===== config.mk =====
export PLATFORM = sky130hd
export DESIGN_NAME = mac_rx_pwr_seq_flat
export DESIGN_NICKNAME = d
export VERILOG_FILES = /design/src/rtl/mac_rx_pwr_seq_if.sv /design/src/rtl/mac_rx_pwr_seq.sv /design/src/flat_wrapper.sv
export SDC_FILE = /design/constraint.sdc
export NUM_CORES = 1
export LEC_CHECK = 0
export ABC_AREA = 1
export CORE_UTILIZATION = 50
export DETAILED_ROUTE_END_ITERATION = 8
export PLACE_DENSITY = 0.72
export SLEW_MARGIN = 20
export SYNTH_ARGS = -nofsm -noshare
export SYNTH_HDL_FRONTEND = slang
export SYNTH_SLANG_ARGS = --single-unit

===== constraint.sdc =====
create_clock -name rx_clk -period 4.85 [get_ports rx_clk]
set_clock_uncertainty 0.2 [all_clocks]
set_input_delay 0.97 -clock rx_clk [delete_from_list [all_inputs] [get_ports rx_clk]]
set_output_delay 0.97 -clock rx_clk [all_outputs]
set_load 0.02 [all_outputs]

===== src/rtl/mac_rx_pwr_seq_if.sv =====
// rtl/mac_rx_pwr_seq_if.sv - handshake bundle between power monitor/PHY side and the rx power sequencer
interface mac_rx_pwr_seq_if;
    // requests and line activity into the sequencer
    logic       sleep_req;
    logic       crs;
    logic       rx_dv;
    logic       rx_er;
    logic [2:0] wake_en;
    logic       pwr_ack;
    // controls and status out of the sequencer
    logic       rx_gate_en;
    logic       rx_isolate;
    logic       rx_save;
    logic       rx_restore;
    logic       rx_pwr_on;
    logic       sleep_ack;
    logic       wake_evt;
    logic       seq_err;

    modport master (
        output sleep_req, crs, rx_dv, rx_er, wake_en, pwr_ack,
        input  rx_gate_en, rx_isolate, rx_save, rx_restore, rx_pwr_on,
               sleep_ack, wake_evt, seq_err
    );

    modport slave (
        input  sleep_req, crs, rx_dv, rx_er, wake_en, pwr_ack,
        output rx_gate_en, rx_isolate, rx_save, rx_restore, rx_pwr_on,
               sleep_ack, wake_evt, seq_err
    );
endinterface


===== src/rtl/mac_rx_pwr_seq.sv =====
// rtl/mac_rx_pwr_seq.sv - rx path power sequencer: isolate, save, gate, power off and reverse
module mac_rx_pwr_seq #(
    parameter int CNT_W   = 8,
    parameter int ISO_DLY = 4,
    parameter int RET_DLY = 4,
    parameter int PWR_DLY = 16
) (
    input logic               rx_clk,
    input logic               n_hreset,
    mac_rx_pwr_seq_if.slave   io_rx
);

    typedef enum logic [3:0] {
        ST_RUN,
        ST_ISO,
        ST_SAVE,
        ST_GATE,
        ST_PWR_DN,
        ST_OFF,
        ST_PWR_UP,
        ST_PWR_SET,
        ST_RESTORE,
        ST_UNGATE
    } state_t;

    localparam logic [CNT_W-1:0] C_ISO = CNT_W'(ISO_DLY);
    localparam logic [CNT_W-1:0] C_RET = CNT_W'(RET_DLY);
    localparam logic [CNT_W-1:0] C_PWR = CNT_W'(PWR_DLY);
    localparam logic [CNT_W-1:0] C_TMO = {CNT_W{1'b1}};
    localparam logic [CNT_W-1:0] C_ONE = CNT_W'(1);

    state_t           r_state;
    logic [CNT_W-1:0] r_cnt;
    logic             r_wake_pend;
    logic             r_req_s1, r_req_s2;
    logic             r_ack_s1, r_ack_s2;
    logic             r_gate_en, r_isolate, r_save, r_restore;
    logic             r_pwr_on, r_sleep_ack, r_wake_evt, r_seq_err;

    state_t           w_state_nxt;
    logic [CNT_W-1:0] w_cnt_nxt;
    logic             w_wake_pend_nxt;
    logic             w_wake_evt_nxt;
    logic             w_seq_err_nxt;
    logic             w_act;
    logic             w_cnt_one;
    logic             w_cnt_dec;

    // Raw line activity, masked per source; PHY signals are already in rx_clk domain.
    assign w_act     = |(io_rx.wake_en & {io_rx.rx_er, io_rx.rx_dv, io_rx.crs});
    assign w_cnt_one = (r_cnt == C_ONE);
    assign w_cnt_dec = 1'b0;

    // Two-flop synchronizers; pwr_ack resets high because the rx domain powers up on.
    always_ff @(posedge rx_clk or negedge n_hreset) begin
        if (!n_hreset) begin
            r_req_s1 <= 1'b0;
            r_req_s2 <= 1'b0;
            r_ack_s1 <= 1'b1;
            r_ack_s2 <= 1'b1;
        end else begin
            r_req_s1 <= io_rx.sleep_req;
            r_req_s2 <= r_req_s1;
            r_ack_s1 <= io_rx.pwr_ack;
            r_ack_s2 <= r_ack_s1;
        end
    end

    // Next-state logic; the counter is loaded on entry and the state exits when it reads 1.
    always_comb begin
        w_state_nxt     = r_state;
        w_cnt_nxt       = r_cnt;
        w_wake_pend_nxt = r_wake_pend;
        w_wake_evt_nxt  = w_cnt_dec;
        w_seq_err_nxt   = r_seq_err;
        case (r_state)
            ST_RUN: begin
                if (r_req_s2 && !w_act) begin
                    w_state_nxt = ST_ISO;
                    w_cnt_nxt   = C_ISO;
                end
            end
            ST_ISO: begin
                if (w_act) begin
                    w_state_nxt = ST_RUN;
                    w_cnt_nxt   = '0;
                end else if (w_cnt_one) begin
                    w_state_nxt = ST_SAVE;
                    w_cnt_nxt   = C_RET;
                end else begin
                    w_cnt_nxt   = r_cnt - C_ONE;
                end
            end
            ST_SAVE: begin
                if (w_act) w_wake_pend_nxt = 1'b1;
                if (w_cnt_one) begin
                    w_state_nxt = ST_GATE;
                    w_cnt_nxt   = C_ONE;
                end else begin
                    w_cnt_nxt   = r_cnt - C_ONE;
                end
            end
            ST_GATE: begin
                if (w_act) w_wake_pend_nxt = 1'b1;
                w_state_nxt = ST_PWR_DN;
                w_cnt_nxt   = C_TMO;
            end
            ST_PWR_DN: begin
                if (w_act) w_wake_pend_nxt = 1'b1;
                if (!r_ack_s2) begin
                    w_state_nxt = ST_OFF;
                    w_cnt_nxt   = '0;
                end else if (w_cnt_one) begin
                    w_seq_err_nxt = 1'b1;
                    w_state_nxt   = ST_OFF;
                    w_cnt_nxt     = '0;
                end else begin
                    w_cnt_nxt   = r_cnt - C_ONE;
                end
            end
            ST_OFF: begin
                // Activity wins over a dropped request so the wake is reported.
                if (w_act || r_wake_pend) begin
                    w_state_nxt     = ST_PWR_UP;
                    w_cnt_nxt       = C_TMO;
                    w_wake_evt_nxt  = 1'b1;
                    w_wake_pend_nxt = 1'b0;
                end else if (!r_req_s2) begin
                    w_state_nxt     = ST_PWR_UP;
                    w_cnt_nxt       = C_TMO;
                    w_wake_pend_nxt = 1'b0;
                end
            end
            ST_PWR_UP: begin
                if (r_ack_s2) begin
                    w_state_nxt = ST_PWR_SET;
                    w_cnt_nxt   = C_PWR;
                end else if (w_cnt_one) begin
                    w_seq_err_nxt = 1'b1;
                    w_state_nxt   = ST_PWR_SET;
                    w_cnt_nxt     = C_PWR;
                end else begin
                    w_cnt_nxt   = r_cnt - C_ONE;
                end
            end
            ST_PWR_SET: begin
                if (w_cnt_one) begin
                    w_state_nxt = ST_RESTORE;
                    w_cnt_nxt   = C_RET;
                end else begin
                    w_cnt_nxt   = r_cnt - C_ONE;
                end
            end
            ST_RESTORE: begin
                if (w_cnt_one) begin
                    w_state_nxt = ST_UNGATE;
                    w_cnt_nxt   = C_ISO;
                end else begin
                    w_cnt_nxt   = r_cnt - C_ONE;
                end
            end
            ST_UNGATE: begin
                if (w_cnt_one) begin
                    w_state_nxt = ST_RUN;
                    w_cnt_nxt   = '0;
                end else begin
                    w_cnt_nxt   = r_cnt - C_ONE;
                end
            end
            default: begin
                w_state_nxt = ST_RUN;
                w_cnt_nxt   = '0;
            end
        endcase
    end

    // State, counter and registered outputs decoded from the next state.
    always_ff @(posedge rx_clk or negedge n_hreset) begin
        if (!n_hreset) begin
            r_state     <= ST_RUN;
            r_cnt       <= '0;
            r_wake_pend <= 1'b0;
            r_gate_en   <= 1'b1;
            r_isolate   <= 1'b0;
            r_save      <= 1'b0;
            r_restore   <= 1'b0;
            r_pwr_on    <= 1'b1;
            r_sleep_ack <= 1'b0;
            r_wake_evt  <= 1'b0;
            r_seq_err   <= 1'b0;
        end else begin
            r_state     <= w_state_nxt;
            r_cnt       <= w_cnt_nxt;
            r_wake_pend <= w_wake_pend_nxt;
            r_gate_en   <= !(w_state_nxt inside {ST_GATE, ST_PWR_DN, ST_OFF, ST_PWR_UP,
                                                 ST_PWR_SET, ST_RESTORE});
            r_isolate   <= (w_state_nxt != ST_RUN);
            r_save      <= (w_state_nxt == ST_SAVE);
            r_restore   <= (w_state_nxt == ST_RESTORE);
            r_pwr_on    <= !(w_state_nxt inside {ST_PWR_DN, ST_OFF});
            r_sleep_ack <= (w_state_nxt == ST_OFF);
            r_wake_evt  <= w_wake_evt_nxt;
            r_seq_err   <= w_seq_err_nxt;
        end
    end

    assign io_rx.rx_gate_en = r_gate_en;
    assign io_rx.rx_isolate = r_isolate;
    assign io_rx.rx_save    = r_save;
    assign io_rx.rx_restore = r_restore;
    assign io_rx.rx_pwr_on  = r_pwr_on;
    assign io_rx.sleep_ack  = r_sleep_ack;
    assign io_rx.wake_evt   = r_wake_evt;
    assign io_rx.seq_err    = r_seq_err;

endmodule


===== src/flat_wrapper.sv =====
// flat-port wrapper written by rule: the top's interface ports become plain ports
module mac_rx_pwr_seq_flat 
#(
    parameter int CNT_W   = 8,
    parameter int ISO_DLY = 4,
    parameter int RET_DLY = 4,
    parameter int PWR_DLY = 16
)
  (rx_clk, n_hreset, io_rx_sleep_req, io_rx_crs, io_rx_rx_dv, io_rx_rx_er, io_rx_wake_en, io_rx_pwr_ack, io_rx_rx_gate_en, io_rx_rx_isolate, io_rx_rx_save, io_rx_rx_restore, io_rx_rx_pwr_on, io_rx_sleep_ack, io_rx_wake_evt, io_rx_seq_err);
  mac_rx_pwr_seq_if io_rx_i ();
  input logic rx_clk;
  input logic n_hreset;
  input wire logic [$bits(io_rx_i.sleep_req)-1:0] io_rx_sleep_req;
  input wire logic [$bits(io_rx_i.crs)-1:0] io_rx_crs;
  input wire logic [$bits(io_rx_i.rx_dv)-1:0] io_rx_rx_dv;
  input wire logic [$bits(io_rx_i.rx_er)-1:0] io_rx_rx_er;
  input wire logic [$bits(io_rx_i.wake_en)-1:0] io_rx_wake_en;
  input wire logic [$bits(io_rx_i.pwr_ack)-1:0] io_rx_pwr_ack;
  output wire logic [$bits(io_rx_i.rx_gate_en)-1:0] io_rx_rx_gate_en;
  output wire logic [$bits(io_rx_i.rx_isolate)-1:0] io_rx_rx_isolate;
  output wire logic [$bits(io_rx_i.rx_save)-1:0] io_rx_rx_save;
  output wire logic [$bits(io_rx_i.rx_restore)-1:0] io_rx_rx_restore;
  output wire logic [$bits(io_rx_i.rx_pwr_on)-1:0] io_rx_rx_pwr_on;
  output wire logic [$bits(io_rx_i.sleep_ack)-1:0] io_rx_sleep_ack;
  output wire logic [$bits(io_rx_i.wake_evt)-1:0] io_rx_wake_evt;
  output wire logic [$bits(io_rx_i.seq_err)-1:0] io_rx_seq_err;
  assign io_rx_i.sleep_req = io_rx_sleep_req;
  assign io_rx_i.crs = io_rx_crs;
  assign io_rx_i.rx_dv = io_rx_rx_dv;
  assign io_rx_i.rx_er = io_rx_rx_er;
  assign io_rx_i.wake_en = io_rx_wake_en;
  assign io_rx_i.pwr_ack = io_rx_pwr_ack;
  assign io_rx_rx_gate_en = io_rx_i.rx_gate_en;
  assign io_rx_rx_isolate = io_rx_i.rx_isolate;
  assign io_rx_rx_save = io_rx_i.rx_save;
  assign io_rx_rx_restore = io_rx_i.rx_restore;
  assign io_rx_rx_pwr_on = io_rx_i.rx_pwr_on;
  assign io_rx_sleep_ack = io_rx_i.sleep_ack;
  assign io_rx_wake_evt = io_rx_i.wake_evt;
  assign io_rx_seq_err = io_rx_i.seq_err;
  mac_rx_pwr_seq #(.CNT_W(CNT_W), .ISO_DLY(ISO_DLY), .RET_DLY(RET_DLY), .PWR_DLY(PWR_DLY)) u_core (.rx_clk(rx_clk), .n_hreset(n_hreset), .io_rx(io_rx_i));
endmodule

After elaboration in Yosys (flattened, before gate mapping) --
Cells that the tools add are included.
Operators by class: add/subtract/negate cells 1, $lt $le $gt $ge 0, equal/unequal tests 22, shifts and indexed selects 0, bitwise operators 1, mux-type cells 35, multipliers 0, divide/modulo/power cells 0, reduce and logical (&&, ||, !) cells 17
Operators with widths (count):
- two-way mux 8 bit | 10
- case mux 8 bit (9 select lines) | 1
- two-way mux 4 bit | 13
- case mux 4 bit (10 select lines) | 1
- == test 4 x 3 -> 1 bit, second input constant | 8
- == test 4 x 2 -> 1 bit, second input constant | 4
- == test 4 bit, second input constant | 3
- == test 8 x 1 -> 1 bit, second input constant | 1
- two-way mux 1 bit | 8
- subtractor 8 x 1 -> 8 bit, second input constant | 1
- inequality test 2 x 1 -> 1 bit, second input constant | 3
- AND reduction 3 bit | 2
- nonzero test 2 bit | 3
- nonzero test 6 bit | 1
- OR reduction 3 bit | 2
- == test 4 x 1 -> 1 bit, second input constant | 1
- logical NOT 4 bit | 1
- case mux 1 bit (2 select lines) | 2
- nonzero test 4 bit | 1
- AND 3 bit | 1
- logical NOT 1 bit | 3
- inequality test 3 bit, second input constant | 1
- inequality test 2 bit, second input constant | 1
- AND reduction 2 bit | 1
- 3 further kinds | 3
Word-level totals: latch bits 0, flip-flop bits (word level) 25, ROM bits 0, memories kept 0, bits of input ports 10, output and inout bits 8, memory bits (writable) 0

Longest topological paths before layout --
depth after elaboration 9, mapped depth 12, depth with buffers taken out 12

Worst setup path before layout --
Ideal clock, no wire load.
path type input to register, start point in io_rx_wake_en[0], end point reg u_core.r_cnt[6], data required time 4.531 ns, library setup time 0.119 ns, slack 2.627 ns, stages 9, data arrival time 1.904 ns, path through nand2_1 -> nand3_1 -> nor2_1 -> nand3_2 -> o21ai_2 -> inv_1 -> buf_6 -> nand2_1 -> o21ai_2
On the way: word-level cells in the longest chain between the ends 6, elaborated cells on any way between the ends 11, those cells by class 2 x eq/ne; 3 x mux; 1 x bitwise; 5 x reduce/logical
RTL lines:
- start, declared | RTL line flat_wrapper.sv:17 | input wire logic [$bits(io_rx_i.wake_en)-1:0] io_rx_wake_en;
- AND 3 bit * | RTL line mac_rx_pwr_seq.sv:50 | assign w_act = |(io_rx.wake_en & {io_rx.rx_er, io_rx.rx_dv, io_rx.crs});
- OR reduction 3 bit * | RTL line mac_rx_pwr_seq.sv:50
- branches (longest 4 deep; another with case mux 8 bit (9 select lines))
- end signal, assigned | RTL line mac_rx_pwr_seq.sv:193 | r_cnt <= w_cnt_nxt;
- end, declared | RTL line mac_rx_pwr_seq.sv:33 | logic [CNT_W-1:0] r_cnt;
Every way passes the cells marked *. A chain may end at the register's enable or synchronous reset.

Worst setup path in the final report --
start point reg u_core.r_gate_en, in the netlist u_core.io_rx.rx_gate_en, end point out io_rx_rx_gate_en
RTL lines:
- start, declared | RTL line mac_rx_pwr_seq.sv:37 | logic r_gate_en, r_isolate, r_save, r_restore;
- start signal, assigned | RTL line mac_rx_pwr_seq.sv:195 | r_gate_en <= !(w_state_nxt inside {ST_GATE, ST_PWR_DN, ST_OFF, ST_PWR_UP,
- end, declared | RTL line flat_wrapper.sv:19 | output wire logic [$bits(io_rx_i.rx_gate_en)-1:0] io_rx_rx_gate_en;
No word-level cell between the ends.

==> metrics.md <==
| Metric | Value |
|---|---|
| Die X | 57.5 µm |
| First-pass GRT wire length | 6120 µm |
| Final min period | 2640 ps |
| Number of vias per cell | 5.40 |
| Multi-input logic area | 803 µm² |
| TNS Setup | 0 ps |
| Top delay family on crit path | buffers and inverters |
| Most common cell after layout, fill and taps aside | nand2_1 |
| Crit path max fanout | 1 |
| Chip height | 57.5 µm |
| CP peak stage delay | 590 ps |
| Vias | 1,448 |
| Synth top area cells | dfrtp_1, nand2_1, nor2_1 |
| Grt total ovfl | 0 |
| Seq/Total Area, Yosys | 40.9% |
| Largest net degree at the start of global routing | 26 |
| Ports | 18 |
| CP required | 3680 ps |
| Port buffer count | 17 |
| Post-synth top area share | 34.1% |
| Dpl cells | 264 |
| Initial DRT Pass Iterations | 6 |
| Synth area leader | dfrtp_1 |
| Final cycle utilization of the critical path | 54.3% |
| Rows | 19 |
| Synthesized instance count | 217 |
| Reg area | 631 µm² |
| Fillers | 251 |
| Pleak | 0.935 nW |
| Area Overhead vs Synth | 14.3% |
| Slew @ Worst Pin | 545 ps |
| Core Region | 2830 µm² |
| Final HPWL DP | 2720 µm |
| Mapped Avg Cell Area | 7.11 µm² |
| RSZ-0062 raised after global routing | false |
| Commonest non-fill, non-tap cells in the layout | nand2_1, nor2_1, inv_1, dfrtp_1, nand3_1 |
| Non-Filler Instances | 268 |
| CTS Hold Bufs | 0 |
| Largest register FFs | 8 |
| Worst-path cell chain | clkdlybuf4s50_1 |
| CP bufs+invs | 1 |
| CP endpoint kind | output port |
| Setup CP Type | flop to output port |
| Max-Cap Viols | 0 |
| Largest Register | u_core.r_cnt |
| Total CTS buffers | 3 |
| Max Buffers Root-to-Sink | 2 |
| Htree depth | 1 |
| Slew Viols, Final | 0 |
| Hold Crit Class | flop to flop |
| Post-CTS Setup Bufs | 0 |
| CTS tree | done |
| Worst setup SP type | flop |
| Critical Path AT | 1470 ps |
| Mapped Area | 1540 µm² |
| FF+latch count, synth | 25 |
| Nets@finish | 250 |
| Worst-path clk slew | 130 ps |
| Async SR Flop Fraction | 100% |
| Worst setup margin | 2210 ps |
| Worst slew margin | 63.6% |
| DR iter-0 viols | 78 |
| Library cells used by synthesis | 24 |
| Final ANT Viol Nets | 0 |
| Initial Util | 54.5% |
| Die Area | 3310 µm² |
| Worst VDD drop | 0.342 mV |
| Pwr/cell area | 668 nW/µm² |
| GPL Wtd Cong | 0.905 |
| Post-CTS Resized | 0 |
| DP Worst Slack | 1980 ps |
| Crit path max-delay cell type | clkdlybuf4s50_1 |
| Total Routing Usage GR | 24.4% |
| Vias in the first global route | 1,448 |
| Fmax | 379 MHz |
| Final hold violations | 0 |
| Post-synth EDFFs | 0 |
| Clock Latency Late Sink | 330 ps |
| Status | finished with violations |
| YS warnings | 0 |
| Layout cell share with drive strength beyond 1 | 10.5% |
| Clk sink count | 25 |
| Failing checks | design-rule violations |
| WL per Instance | 13.3 µm |
| Ant. Diodes | 0 |
| Synth Net Count | 229 |
| Drt drc | 3 |
| Area post-placement | 1740 µm² |
| Final setup viols | 0 |
| Final wirelength | 3570 µm |
| Largest registers | u_core.r_cnt x8, u_core.r_state x4 |
| Root buffer cell | clkbuf_4 |
| Final instance area | 1760 µm² |
| Ys flop type | dfrtp_1 |
| Initial antenna violation count | 0 |
layer usage:
| metal | part of all wire, % | GRT usage (%) |
|---|---|---|
| met5 | 0 | 0 |
| met4 | 1.5 | 11.5 |
| met3 | 6.0 | 2.49 |
| met2 | 46 | 40.7 |
| met1 | 47 | 31.7 |
final cells by class:
cell class                      count  share of cell area, %
Clock buffer                        3                   1.28
Timing Repair Buffer               17                   9.37
Tap cell                           31                   2.20
Sequential cell                    25                   35.8
Multi-Input combinational cell    165                   45.6
Inverter                           26                   5.54
Clock inverter                      1                  0.284
per-stage QoR:
step                      utilization (%)  hold slack (ps)  total power, mW
after floorplan                         -              131            0.893
after global placement               61.5              134             1.05
after detailed placement             61.5              140             1.07
after CTS                            62.5              167             1.17
after global routing                 62.3              172             1.29
final                                62.3              166             1.18
report_power, final:
part / internal (mW) / switching (mW) / total [mW]
registers: 0.290 / 0.0570 / 0.347
logic: 0.255 / 0.476 / 0.732
clock network: 0.0310 / 0.0667 / 0.0978
total: 0.577 / 0.600 / 1.18
synth_stat cells (all sizes together) (2+ instances only):
| cell | count |
|---|---|
| a21oi | 4 |
| dfrtp | 21 |
| dfstp | 4 |
| ha | 2 |
| inv | 26 |
| nand2 | 76 |
| nand3 | 21 |
| nand4 | 5 |
| nor2 | 38 |
| nor3 | 2 |
| o21ai | 9 |
| xor2 | 4 |
path summary, 6_finish.rpt:
| kind | from | end | slack [ps] | cells after the start |
|---|---|---|---|---|
| worst max-delay path | u_core.io_rx.rx_gate_en | io_rx_rx_gate_en | 2210 | 1 |
| worst min-delay path | u_core.r_req_s1 | u_core.r_req_s2 | 170 | 0 |
| worst max register to register | u_core.r_cnt[1] | u_core.io_rx.rx_gate_en | 2790 | 11 |
| worst min register to register | u_core.r_req_s1 | u_core.r_req_s2 | 170 | 0 |
| max in group asynchronous | n_hreset | u_core.io_rx.rx_gate_en | 3680 | 1 |
| min in group asynchronous | n_hreset | u_core.io_rx.sleep_ack | 390 | 1 |
cell families (layout without fill, tap and decap cells):
logic type	Yosys count	count (layout)	synth area share (%)
and+or+nand+nor	143	143	41.0
buffers and inverters	27	47	7.06
adders and majority gates	2	2	1.62
AOI/OAI and AO/OA	15	15	6.65
DFF	25	25	40.9
xor gates and xnor gates	5	5	2.84
Power figures use the tool's default switching activity.
